<file path="config.mk">
export PLATFORM = sky130hd
export DESIGN_NAME = simon_key_scheduler_flat
export DESIGN_NICKNAME = d
export VERILOG_FILES = /design/src/rtl/simon_key_scheduler_if.sv /design/src/rtl/simon_key_scheduler.sv /design/src/flat_wrapper.sv
export SDC_FILE = /design/constraint.sdc
export NUM_CORES = 1
export LEC_CHECK = 0
export CORE_ASPECT_RATIO = 1.4
export CORE_MARGIN = 2
export CORE_UTILIZATION = 25
export DETAILED_ROUTE_END_ITERATION = 12
export PLACE_DENSITY_LB_ADDON = 0.3
export SLEW_MARGIN = 10
export SYNTH_ARGS = -nofsm -noshare
export SYNTH_HDL_FRONTEND = slang
export SYNTH_SLANG_ARGS = --single-unit
</file>
<file path="constraint.sdc">
create_clock -name clk -period 2.9 [get_ports clk]
set_clock_uncertainty 0.1 [all_clocks]
set_input_delay 0.435 -clock clk [delete_from_list [all_inputs] [get_ports clk]]
set_output_delay 0.435 -clock clk [all_outputs]
set_load 0.01 [all_outputs]
</file>
<file path="src/rtl/simon_key_scheduler_if.sv">
// Round-key stream bundle between the SIMON key scheduler and its consumer.
// Master drives the key and valid; slave returns ready.
interface simon_key_scheduler_if #(
  parameter int N = 32
);
  logic         rk_valid;
  logic         rk_ready;
  logic [N-1:0] rk_out;
  logic [6:0]   rk_index;
  logic         rk_last;

  modport master (
    output rk_valid, rk_out, rk_index, rk_last,
    input  rk_ready
  );

  modport slave (
    input  rk_valid, rk_out, rk_index, rk_last,
    output rk_ready
  );
endinterface

</file>
<file path="src/rtl/simon_key_scheduler.sv">
// Single-pass SIMON key schedule with an M-word sliding window.
// Optional SIMON_KS_REPLAY_EN adds rk_replay and a shadow copy of the key.
module simon_key_scheduler #(
  parameter int N = 32,
  parameter int M = 4,
  parameter int T = 44
) (
  input  logic           clk,
  input  logic           rst_n,
  input  logic [N*M-1:0] key_in,
  input  logic           key_load,
`ifdef SIMON_KS_REPLAY_EN
  input  logic           rk_replay,
`endif
  output logic           busy,
  output logic           done,
  simon_key_scheduler_if.master rk
);

  localparam logic [61:0] Z0 =
    62'b11111010001001010110000111001101111101000100101011000011100110;
  localparam logic [61:0] Z1 =
    62'b10001110111110010011000010110101000111011111001001100001011010;
  localparam logic [61:0] Z2 =
    62'b10101111011100000011010010011000101000010001111110010110110011;
  localparam logic [61:0] Z3 =
    62'b11011011101011000110010111100000010010001010011100110100001111;
  localparam logic [61:0] Z4 =
    62'b11010001111001101011011000100000010111000011001010010011101111;

  localparam logic [61:0] ZSEQ =
    (N == 16)              ? Z0 :
    (N == 24 && M == 3)    ? Z0 :
    (N == 24)              ? Z1 :
    (N == 32 && M == 3)    ? Z2 :
    (N >= 48 && M == 2)    ? Z2 :
    (N == 64 && M == 4)    ? Z4 : Z3;

  typedef enum logic [1:0] {
    S_IDLE,
    S_RUN,
    S_DONE
  } state_t;

  state_t state, state_n;

  logic [M-1:0][N-1:0] win;
  logic [6:0]          count;
  logic [5:0]          zptr;

  logic           hs;
  logic           last;
  logic           restart;
  logic           replay;
  logic [N*M-1:0] src;
  logic           zbit;
  logic [N-1:0]   t0;
  logic [N-1:0]   t1;
  logic [N-1:0]   nw;

`ifdef SIMON_KS_REPLAY_EN
  logic [N*M-1:0] shadow;

  always_ff @(posedge clk or negedge rst_n) begin
    if (!rst_n)
      shadow <= '0;
    else if (key_load)
      shadow <= key_in;
  end

  assign replay = rk_replay & ~key_load
                & (state != S_RUN);
  assign src    = key_load ? key_in : shadow;
`else
  assign replay = 1'b0;
  assign src    = key_in;
`endif

  assign restart = key_load | replay;
  assign last    = (count == 7'(T - 1));
  assign hs      = (state == S_RUN) & rk.rk_ready;
  assign zbit    = ZSEQ[6'd61 - zptr];

  always_comb begin
    t0 = {win[M-1][2:0], win[M-1][N-1:3]};
    if (M == 4)
      t0 = t0 ^ win[1];
    t1 = t0 ^ {t0[0], t0[N-1:1]};
    nw = ~win[0] ^ t1 ^ N'(zbit) ^ N'(3);
  end

  always_ff @(posedge clk or negedge rst_n) begin
    if (!rst_n)
      state <= S_IDLE;
    else
      state <= state_n;
  end

  // reload wins over any handshake in the same cycle
  always_comb begin
    state_n = state;
    if (restart) begin
      state_n = S_RUN;
    end else begin
      unique case (state)
        S_IDLE: state_n = S_IDLE;
        S_RUN:  if (hs && last) state_n = S_DONE;
        S_DONE: state_n = S_IDLE;
        default: state_n = S_IDLE;
      endcase
    end
  end

  always_comb begin
    rk.rk_valid = (state == S_RUN);
    rk.rk_out   = win[0];
    rk.rk_index = count;
    rk.rk_last  = (state == S_RUN) & last;
    busy        = (state == S_RUN);
    done        = (state == S_DONE);
  end

  always_ff @(posedge clk or negedge rst_n) begin
    if (!rst_n) begin
      win   <= '0;
      count <= '0;
      zptr  <= '0;
    end else if (restart) begin
      win   <= src;
      count <= '0;
      zptr  <= '0;
    end else if (hs && !last) begin
      for (int j = 0; j < M - 1; j++)
        win[j] <= win[j+1];
      win[M-1] <= nw;
      count    <= count + 7'd1;
      zptr     <= (zptr == 6'd61) ? 6'd0 : zptr + 6'd1;
    end
  end

endmodule

</file>
<file path="src/flat_wrapper.sv">
// flat-port wrapper written by rule: the top's interface ports become plain ports
module simon_key_scheduler_flat 
#(
  parameter int N = 32,
  parameter int M = 4,
  parameter int T = 44
)
  (clk, rst_n, key_in, key_load, busy, done, rk_rk_valid, rk_rk_out, rk_rk_index, rk_rk_last, rk_rk_ready);
  simon_key_scheduler_if #(.N(N)) rk_i ();
  input  logic clk;
  input  logic rst_n;
  input  logic [N*M-1:0] key_in;
  input  logic key_load;
  output logic busy;
  output logic done;
  output wire logic [$bits(rk_i.rk_valid)-1:0] rk_rk_valid;
  output wire logic [$bits(rk_i.rk_out)-1:0] rk_rk_out;
  output wire logic [$bits(rk_i.rk_index)-1:0] rk_rk_index;
  output wire logic [$bits(rk_i.rk_last)-1:0] rk_rk_last;
  input wire logic [$bits(rk_i.rk_ready)-1:0] rk_rk_ready;
  assign rk_rk_valid = rk_i.rk_valid;
  assign rk_rk_out = rk_i.rk_out;
  assign rk_rk_index = rk_i.rk_index;
  assign rk_rk_last = rk_i.rk_last;
  assign rk_i.rk_ready = rk_rk_ready;
  simon_key_scheduler #(.N(N), .M(M), .T(T)) u_core (.clk(clk), .rst_n(rst_n), .key_in(key_in), .key_load(key_load), .busy(busy), .done(done), .rk(rk_i));
endmodule
</file>
==> flow_summary.ini, run 1 <==
[outcome]
status = complete, no violations

[clocking]
cts.sinks = 143
cts_made_buffers = 17
cts_tree = yes
htreeDepth = 4
clock_latency_ns = 0.43
clock_path_buffers = 2
clk_pin_slew_ns = 0.06
cts-root-buf = clkbuf_16

[yosys]
yosys-top-cells-area = dfrtp_1 (45%), mux2i_1 (13%), xnor2_1 (11%)
syn_area_per_cell_sq_um = 9.48
synthAdderAreaFrac_pct = 1.43
synth_top_area_cell = dfrtp_1
synth_nets = 972
synth-seq-cells = 143
synthSimpleGateAreaFrac_pct = 10.6
synthFlopType = dfrtp_1
yosysTopAreaCellShare_pct = 45.4
synth_top_family_by_area = multiplexers
syn_inst = 831
synth_edf_count = 0
synth-compound-area-share_pct = 11.5
seq_area_frac_synth_pct = 45.4
synth-async-reset-ratio_pct = 100
syn-cell-area_sq_um = 7870
synth_cell_types = 34
yosysWarnings = 0
synthMuxAreaShare_pct = 13.0
synth-xor-area-share_pct = 12.1

[sta]
min_period_ns = 2.73
timing.final.ws_setup_ns = 0.173
tightest_slew_ns = 0.689
setup_violations = 0
fin_setup_tns_ns = 0
fin_crit_sh_pct = 94.0
slew_violations = 0
maxSlewHeadroom_pct = 54.1
timing.fmax_mhz = 367
holdWs_ns = 0.428
rsz0062_at_grt = no
finalHoldViolCount = 0

[layout]
layout_commonest_cell = clkdlybuf4s50_1
final_cell_area_sq_um = 10600
final_cells = 1362
finalCoreUtilization_pct = 34.2
areaGrowthSynthToFinish_pct = 34.2
final_cell_mix = clkdlybuf4s50_1 (172), dfrtp_1 (143), nand2_1 (141), o21ai_1 (128), xnor2_1 (100)
nets = 1099
drive_gt1_share_pct = 5.78

[global_routing]
antenna_found_initial = 5
grt_pass1_wl_mm = 34.6
grt_overflow_total = 0
grt_pass1_vias = 6353
grtUsageTotal_pct = 13.4
grt_max_degree = 107

[critical_path]
end_kind = flop
slowest_delay_ns = 0.48
worstSetupPathDepth = 8
critPathKind = flop to flop
crit_family = compound AO/OA/AOI/OAI gates
cp.required_ns = 3.08
crit_slowest_cell = dfrtp_1
crit_arrival_ns = 2.91
path_cells = inv_1 > ha_1 > and2b_4 > a21oi_1 > mux4_2 > a222oi_1 > xnor2_1 > o221ai_2
crit_buf_inv = 1
r2r_cells = 8
crit_start = u_core.zptr[1]$_DFFE_PN0P_
path_max_fanout = 8
r2r_start = u_core.zptr[1]$_DFFE_PN0P_
start_kind = flop

[placement]
io_buffers = 174
dp_hpwl_mm = 15.2
postPlaceCellArea_sq_um = 9870
pre_cts_slack_ns = 0.186
place_congestion = 0.770
dp.cells = 1327

[die]
core_sq_um = 30900
die_y_microns = 214
rows = 76
die_area_sq_um = 33000
initial_core_util_pct = 25.5
io_pins = 175
die_w_microns = 154

[drt]
ant_nets = 0
wl_mm = 21.1
remaining_drc_errors = 0
drt_pass1_iterations = 5
drt_iter0_markers = 271
vias = 6055
wl_per_cell_microns = 15.5
avgViaCountPerCell = 4.45

[power]
power.density_nw_per_um2 = 648
finalPower_mw = 6.85
vdd_ir_drop_max_mv = 0.357
p_leak_nw = 4.41

[min_path]
hold_class = input port to async pin

[run]
maxCapViolations = 0
## power by group
part	internal (mW)	switching [mW]	total, mW	leakage (nW)
logic	1.01	0.851	1.86	2.34
clock network	1.60	0.880	2.48	0.308
registers	2.25	0.261	2.51	1.76
total	4.86	1.99	6.85	4.41
## timing repair
| action | 4_1_cts | 5_1_grt |
|---|---|---|
| setup endpoints to repair | 1 | 1 |
| hold buffers | 1 | 0 |
| resized for setup | 1 | 2 |
| gates cloned | 0 | 0 |
| hold endpoints to repair | 49 | 0 |
| pin swaps | 0 | 1 |
| setup buffers | 0 | 1 |
## layout make-up
| cell class | instances | area (sq um) |
|---|---|---|
| Fill cell | 3130 | 20300 |
| Inverter | 3 | 11.3 |
| Clock inverter | 12 | 218 |
| Clock buffer | 18 | 429 |
| Tap cell | 390 | 488 |
| Antenna cell | 3 | 7.51 |
| Multi-Input combinational cell | 602 | 3880 |
| Sequential cell | 143 | 3580 |
| Timing Repair Buffer | 191 | 1950 |
## final timing paths
path / to / slack, ns
hold reg to reg: u_core.win[60]$_DFFE_PN0P_ / 0.45
max in group asynchronous: u_core.win[32]$_DFFE_PN0P_ / 1.43
setup / recovery: u_core.win[96]$_DFFE_PN0P_ / 0.17
hold / removal: u_core.rk.rk_out[17]$_DFFE_PN0P_ / 0.43
setup reg to reg: u_core.win[96]$_DFFE_PN0P_ / 0.17
min in group clk: u_core.rk.rk_out[15]$_DFFE_PN0P_ / 0.44
## sequential cells by signal (all words and copies together), names as in the netlist
signal,flops
u_core.win,96
u_core.rk.rk_index,7
u_core.rk.rk_out,32
u_core.zptr,6
u_core.state,2
## cell families after synthesis
| kind of cell | Yosys count |
|---|---|
| simple gates | 209 |
| flops | 143 |
| xor+xnor | 108 |
| fa+ha+maj | 9 |
| mux | 101 |
| buf+inv | 86 |
| compound gates | 175 |
## worst reg2reg max path: cells and delay by family, from the launching register on
family | cells | cell delay, ns
adder cells (fa/ha/maj) | 1 | 0.40
multiplexers | 1 | 0.46
AO/OA/AOI/OAI | 3 | 0.55
buffers and inverters | 1 | 0.14
flip-flops | 1 | 0.48
AND/OR/NAND/NOR | 1 | 0.28
XOR/XNOR | 1 | 0.18
## synthesized netlist by cell type, types with 3 or more instances
cell type / instances
a21oi_1: 36
buf_1: 5
nand3_1: 11
buf_4: 33
xnor2_1: 100
mux2i_1: 99
ha_1: 9
nor2_1: 47
clkbuf_1: 33
dfrtp_1: 143
inv_1: 3
buf_2: 12
o21ai_1: 128
xor2_1: 7
nand2_1: 141
## metal layers
layer  up-vias  share of wire (%)  GRT usage (%)
li1       3021                  -              -
met1      2872                 41           15.8
met2       129                 52           23.2
met3        27                4.2           3.20
met4         6                1.9           5.30
met5         -               0.16              0
Note: power is estimated with default switching activity, not from simulation.
==> inputs of run 2 (changes only) <==
CTS_BUF_LIST = sky130_fd_sc_hd__clkbuf_2   (was not set)
==> run 2 against run 1 <==
- routed wire length is 0.65% higher
- critical path depth is the same
- hold slack worse by 0.32 ns
- sequential power barely moved
- non-clock buffer count increased by 13
- core utilization shrank 0.67 points
- setup slack got worse by 0.027 ns
- final area down 2.0%
- clock power decreased by 40%
- first-iteration DRC count shrank 13%
- die area stayed put
==> flow_summary.ini, run 2 (same netlist as run 1, synthesis figures left out) <==
[placement]
pre_cts_slack_ns = 0.186
dp_hpwl_mm = 15.2
place_congestion = 0.770
io_buffers = 174

[clocking]
clock_latency_ns = 0.74
cts.sinks = 143
cts_tree = yes
clock_path_buffers = 2
cts_made_buffers = 17
clk_pin_slew_ns = 0.23
cts-root-buf = clkbuf_2
htreeDepth = 4

[power]
vdd_ir_drop_max_mv = 0.265
combPwrFrac_pct = 31.9
p_int_mw = 3.99
power.switching_mw = 1.89
clkPwrFrac_pct = 25.5
p_seq_share_pct = 42.6
p_leak_nw = 4.34
power.density_nw_per_um2 = 568
netSwitchingFraction_pct = 32.1

[sta]
slew_violations = 0
fin_setup_tns_ns = 0
fin_crit_sh_pct = 95.0
finalHoldViolCount = 0
maxSlewHeadroom_pct = 54.0
setup_violations = 0
rsz0062_at_grt = no
timing.fmax_mhz = 363
min_period_ns = 2.75
timing.final.ws_setup_ns = 0.145
tightest_slew_ns = 0.690

[die]
die_w_microns = 154
initial_core_util_pct = 25.5
io_pins = 175
core_sq_um = 30900
die_area_sq_um = 33000
rows = 76
die_y_microns = 214

[critical_path]
end_kind = flop
cp.required_ns = 3.42
start_kind = flop
critPathKind = flop to flop
path_max_fanout = 8
crit_arrival_ns = 3.27

[layout]
final_cell_mix = clkdlybuf4s50_1 (171), dfrtp_1 (142), nand2_1 (141), o21ai_1 (128), xnor2_1 (100)
nets = 1112
largest_reg_flops = 96
drive_gt1_share_pct = 6.52
layout_commonest_cell = clkdlybuf4s50_1
multiInputGateArea_sq_um = 3890
regArea_sq_um = 3580
fillCellCount = 3158
regMostFlops = u_core.win
areaGrowthSynthToFinish_pct = 31.5

[global_routing]
grtUsageTotal_pct = 13.4
antenna_found_initial = 7
grt_overflow_total = 0
grt_pass1_vias = 6385
grt_max_degree = 107
grt_pass1_wl_mm = 34.7

[drt]
drt_iter0_markers = 235
avgViaCountPerCell = 4.44
vias = 6109
drt_pass1_iterations = 5
ant_nets = 0
wl_per_cell_microns = 15.4
wl_mm = 21.3
remaining_drc_errors = 0

[outcome]
status = complete, no violations

[run]
maxCapViolations = 0

[min_path]
hold_class = input port to flop
-- run 2: layout make-up --
| class | count | area share (%) |
|---|---|---|
| Multi-Input combinational cell | 602 | 37.5 |
| Clock inverter | 12 | 2.10 |
| Tap cell | 390 | 4.71 |
| Sequential cell | 143 | 34.6 |
| Timing Repair Buffer | 204 | 20.0 |
| Inverter | 3 | 0.109 |
| Clock buffer | 18 | 0.870 |
| Antenna cell | 5 | 0.121 |
-- run 2: per-stage QoR --
step | std cells | utilization [%] | cell area (sq um) | power (mW) | hold slack [ns]
2_1_floorplan | 831 | - | 7870 | 3.86 | 0.0394
6_report | 1377 | 33.5 | 10400 | 5.88 | 0.109
3_5_place_dp | 1327 | 31.9 | 9870 | 4.43 | 0.328
5_1_grt | 1376 | 33.5 | 10400 | 6.31 | 0.000300
4_1_cts | 1368 | 33.3 | 10300 | 5.99 | 0.00113
3_3_place_gp | 1327 | 31.9 | 9870 | 4.40 | 0.327
-- run 2: final timing paths --
kind | slack, ns | from | cells after the start | end
setup reg to reg | 0.15 | u_core.zptr[1]$_DFFE_PN0P_ | 8 | u_core.win[96]$_DFFE_PN0P_
hold / removal | 0.11 | key_in[75] | 3 | u_core.win[75]$_DFFE_PN0P_
hold reg to reg | 0.46 | u_core.win[92]$_DFFE_PN0P_ | 2 | u_core.win[60]$_DFFE_PN0P_
min in group asynchronous | 0.60 | rst_n | 3 | u_core.win[82]$_DFFE_PN0P_
setup / recovery | 0.15 | u_core.zptr[1]$_DFFE_PN0P_ | 8 | u_core.win[96]$_DFFE_PN0P_
max in group asynchronous | 0.85 | rst_n | 4 | u_core.rk.rk_index[4]$_DFFE_PN0P_
-- run 2: timing repair --
item | in CTS | in global routing
resized for setup | 5 | 4
setup endpoints to repair | 1 | 3
endpoints found under the hold margin | 137 | 3
hold buffers | 8 | 3
buffers inserted | 3 | 1
pin swaps | 0 | 1
cloned | 0 | 0
-- run 2: power groups by stage --
stage / Clock, mW / Combinational (mW) / Sequential [mW]
3_5_place_dp: 0 / 1.88 / 2.55
4_1_cts: 1.57 / 1.91 / 2.51
2_1_floorplan: 0 / 1.40 / 2.46
3_3_place_gp: 0 / 1.86 / 2.55
6_report: 1.50 / 1.88 / 2.51
5_1_grt: 1.65 / 2.11 / 2.55
-- run 2: critical path: stages (launching register included) --
cell,delay [ns]
dfrtp_1,0.53
inv_1,0.14
ha_1,0.40
and2b_4,0.28
a21oi_1,0.04
mux4_2,0.45
a222oi_1,0.42
xnor2_1,0.18
o221ai_2,0.11
-- run 2: routing by layer --
layer / track usage (%) / vias to the layer above / share of wire [%]
met5: 0 / - / 0.19
met4: 5.58 / 6 / 2.6
met3: 3.46 / 34 / 4.4
met2: 23.0 / 132 / 51
met1: 15.8 / 2893 / 42
li1: - / 3044 / -
==> inputs of run 3 (changes only) <==
SETUP_SLACK_MARGIN = 0.05   (was not set)
==> run 3 against run 2 <==
- routed wire length about the same
- sequential power about the same
- critical endpoint unchanged
- non-clock buffer count unchanged
- total power hardly changed
- critical path depth unchanged
- clock power about the same
==> flow_summary.ini, run 3 (same netlist as run 1, synthesis figures left out) <==
[drt]
drt_pass1_iterations = 5
ant_nets = 0
wl_per_cell_microns = 15.4
avgViaCountPerCell = 4.44
vias = 6111
wl_mm = 21.3
drt_iter0_markers = 235
remaining_drc_errors = 0

[critical_path]
slowest_delay_ns = 0.48
critPathKind = flop to flop
cp.required_ns = 3.42
end_kind = flop
crit_buf_inv = 1
path_cells = inv_1 > ha_1 > and2b_4 > a21oi_1 > mux4_2 > a222oi_1 > xnor2_1 > o221ai_2
path_max_fanout = 8
crit_arrival_ns = 3.19
crit_slowest_cell = dfrtp_2
start_kind = flop
crit_family = compound AO/OA/AOI/OAI gates

[clocking]
cts_made_buffers = 17
clock_path_buffers = 2
clock_latency_ns = 0.74
cts-root-buf = clkbuf_2
htreeDepth = 4
cts_tree = yes
clk_pin_slew_ns = 0.23
cts.sinks = 143

[sta]
maxSlewHeadroom_pct = 54.0
min_period_ns = 2.67
rsz0062_at_grt = no
timing.fmax_mhz = 375
tightest_slew_ns = 0.690
slew_violations = 0
holdWs_ns = 0.109
finalHoldViolCount = 0
timing.final.ws_setup_ns = 0.230
setup_violations = 0
fin_setup_tns_ns = 0
fin_crit_sh_pct = 92.1

[power]
power.density_nw_per_um2 = 568
finalPower_mw = 5.88
vdd_ir_drop_max_mv = 0.265
p_leak_nw = 4.33

[die]
initial_core_util_pct = 25.5
rows = 76
core_sq_um = 30900
die_y_microns = 214
io_pins = 175
die_area_sq_um = 33000
die_w_microns = 154

[layout]
regMostFlops = u_core.win
final_cells = 1377
layout_commonest_cell = clkdlybuf4s50_1
drive_gt1_share_pct = 6.62
nets = 1112
largest_reg_flops = 96
final_cell_mix = clkdlybuf4s50_1 (171), nand2_1 (141), dfrtp_1 (141), o21ai_1 (128), xnor2_1 (100)
areaGrowthSynthToFinish_pct = 31.6
finalCoreUtilization_pct = 33.5
final_cell_area_sq_um = 10400

[global_routing]
grt_max_degree = 107
grt_overflow_total = 0
antenna_found_initial = 7
grt_pass1_vias = 6383
grt_pass1_wl_mm = 34.7
grtUsageTotal_pct = 13.4

[placement]
dp_hpwl_mm = 15.2
io_buffers = 174
postPlaceCellArea_sq_um = 9870
pre_cts_slack_ns = 0.186
dp.cells = 1327
place_congestion = 0.770

[outcome]
status = complete, no violations

[run]
maxCapViolations = 0

[min_path]
hold_class = input port to flop
-- run 3: changes by cell type in the layout (fill, tap and decap cells not counted) --
cell / previous run / this run
dfrtp_2: 1 / 2
dfrtp_1: 142 / 141
-- run 3: routing by layer --
layer / GRT usage [%] / vias to the layer above / routed length, microns
met1: 15.8 / 2893 / 8900
li1: - / 3044 / -
met4: 5.58 / 6 / 545
met3: 3.46 / 34 / 942
met2: 23.0 / 134 / 10800
met5: 0 / - / 40
-- run 3: cell type report --
cell class,instances,area (sq um)
Antenna cell,5,12.5
Clock buffer,18,90.1
Clock inverter,12,218
Fill cell,3157,20500
Inverter,3,11.3
Multi-Input combinational cell,602,3890
Sequential cell,143,3580
Tap cell,390,488
Timing Repair Buffer,204,2070
-- run 3: power by group --
part / switching, mW / internal (mW) / leakage (nW)
clock network: 0.775 / 0.727 / 0.172
logic: 0.855 / 1.02 / 2.41
registers: 0.261 / 2.25 / 1.75
total: 1.89 / 3.99 / 4.33
-- run 3: final timing paths --
check	startpoint	endpoint	slack, ns	cells after the start
setup reg to reg	u_core.zptr[1]$_DFFE_PN0P_	u_core.win[96]$_DFFE_PN0P_	0.23	8
setup / recovery	u_core.zptr[1]$_DFFE_PN0P_	u_core.win[96]$_DFFE_PN0P_	0.23	8
min in group asynchronous	rst_n	u_core.win[82]$_DFFE_PN0P_	0.60	3
hold / removal	key_in[75]	u_core.win[75]$_DFFE_PN0P_	0.11	3
hold reg to reg	u_core.win[92]$_DFFE_PN0P_	u_core.win[60]$_DFFE_PN0P_	0.46	2
max in group asynchronous	rst_n	u_core.rk.rk_index[4]$_DFFE_PN0P_	0.85	4
-- run 3: tightest hold or removal path, stage by stage --
cell and delay [ns]:
clkdlybuf4s50_1 0.40, nand2_1 0.06, o21ai_1 0.05
-- run 3: repair_timing --
| item | CTS | global route |
|---|---|---|
| endpoints found under the hold margin | 137 | 3 |
| gates resized for setup | 6 | 4 |
| pin swaps | 0 | 1 |
| setup buffers | 3 | 1 |
| hold buffers | 8 | 3 |
| endpoints found under the setup margin | 3 | 2 |
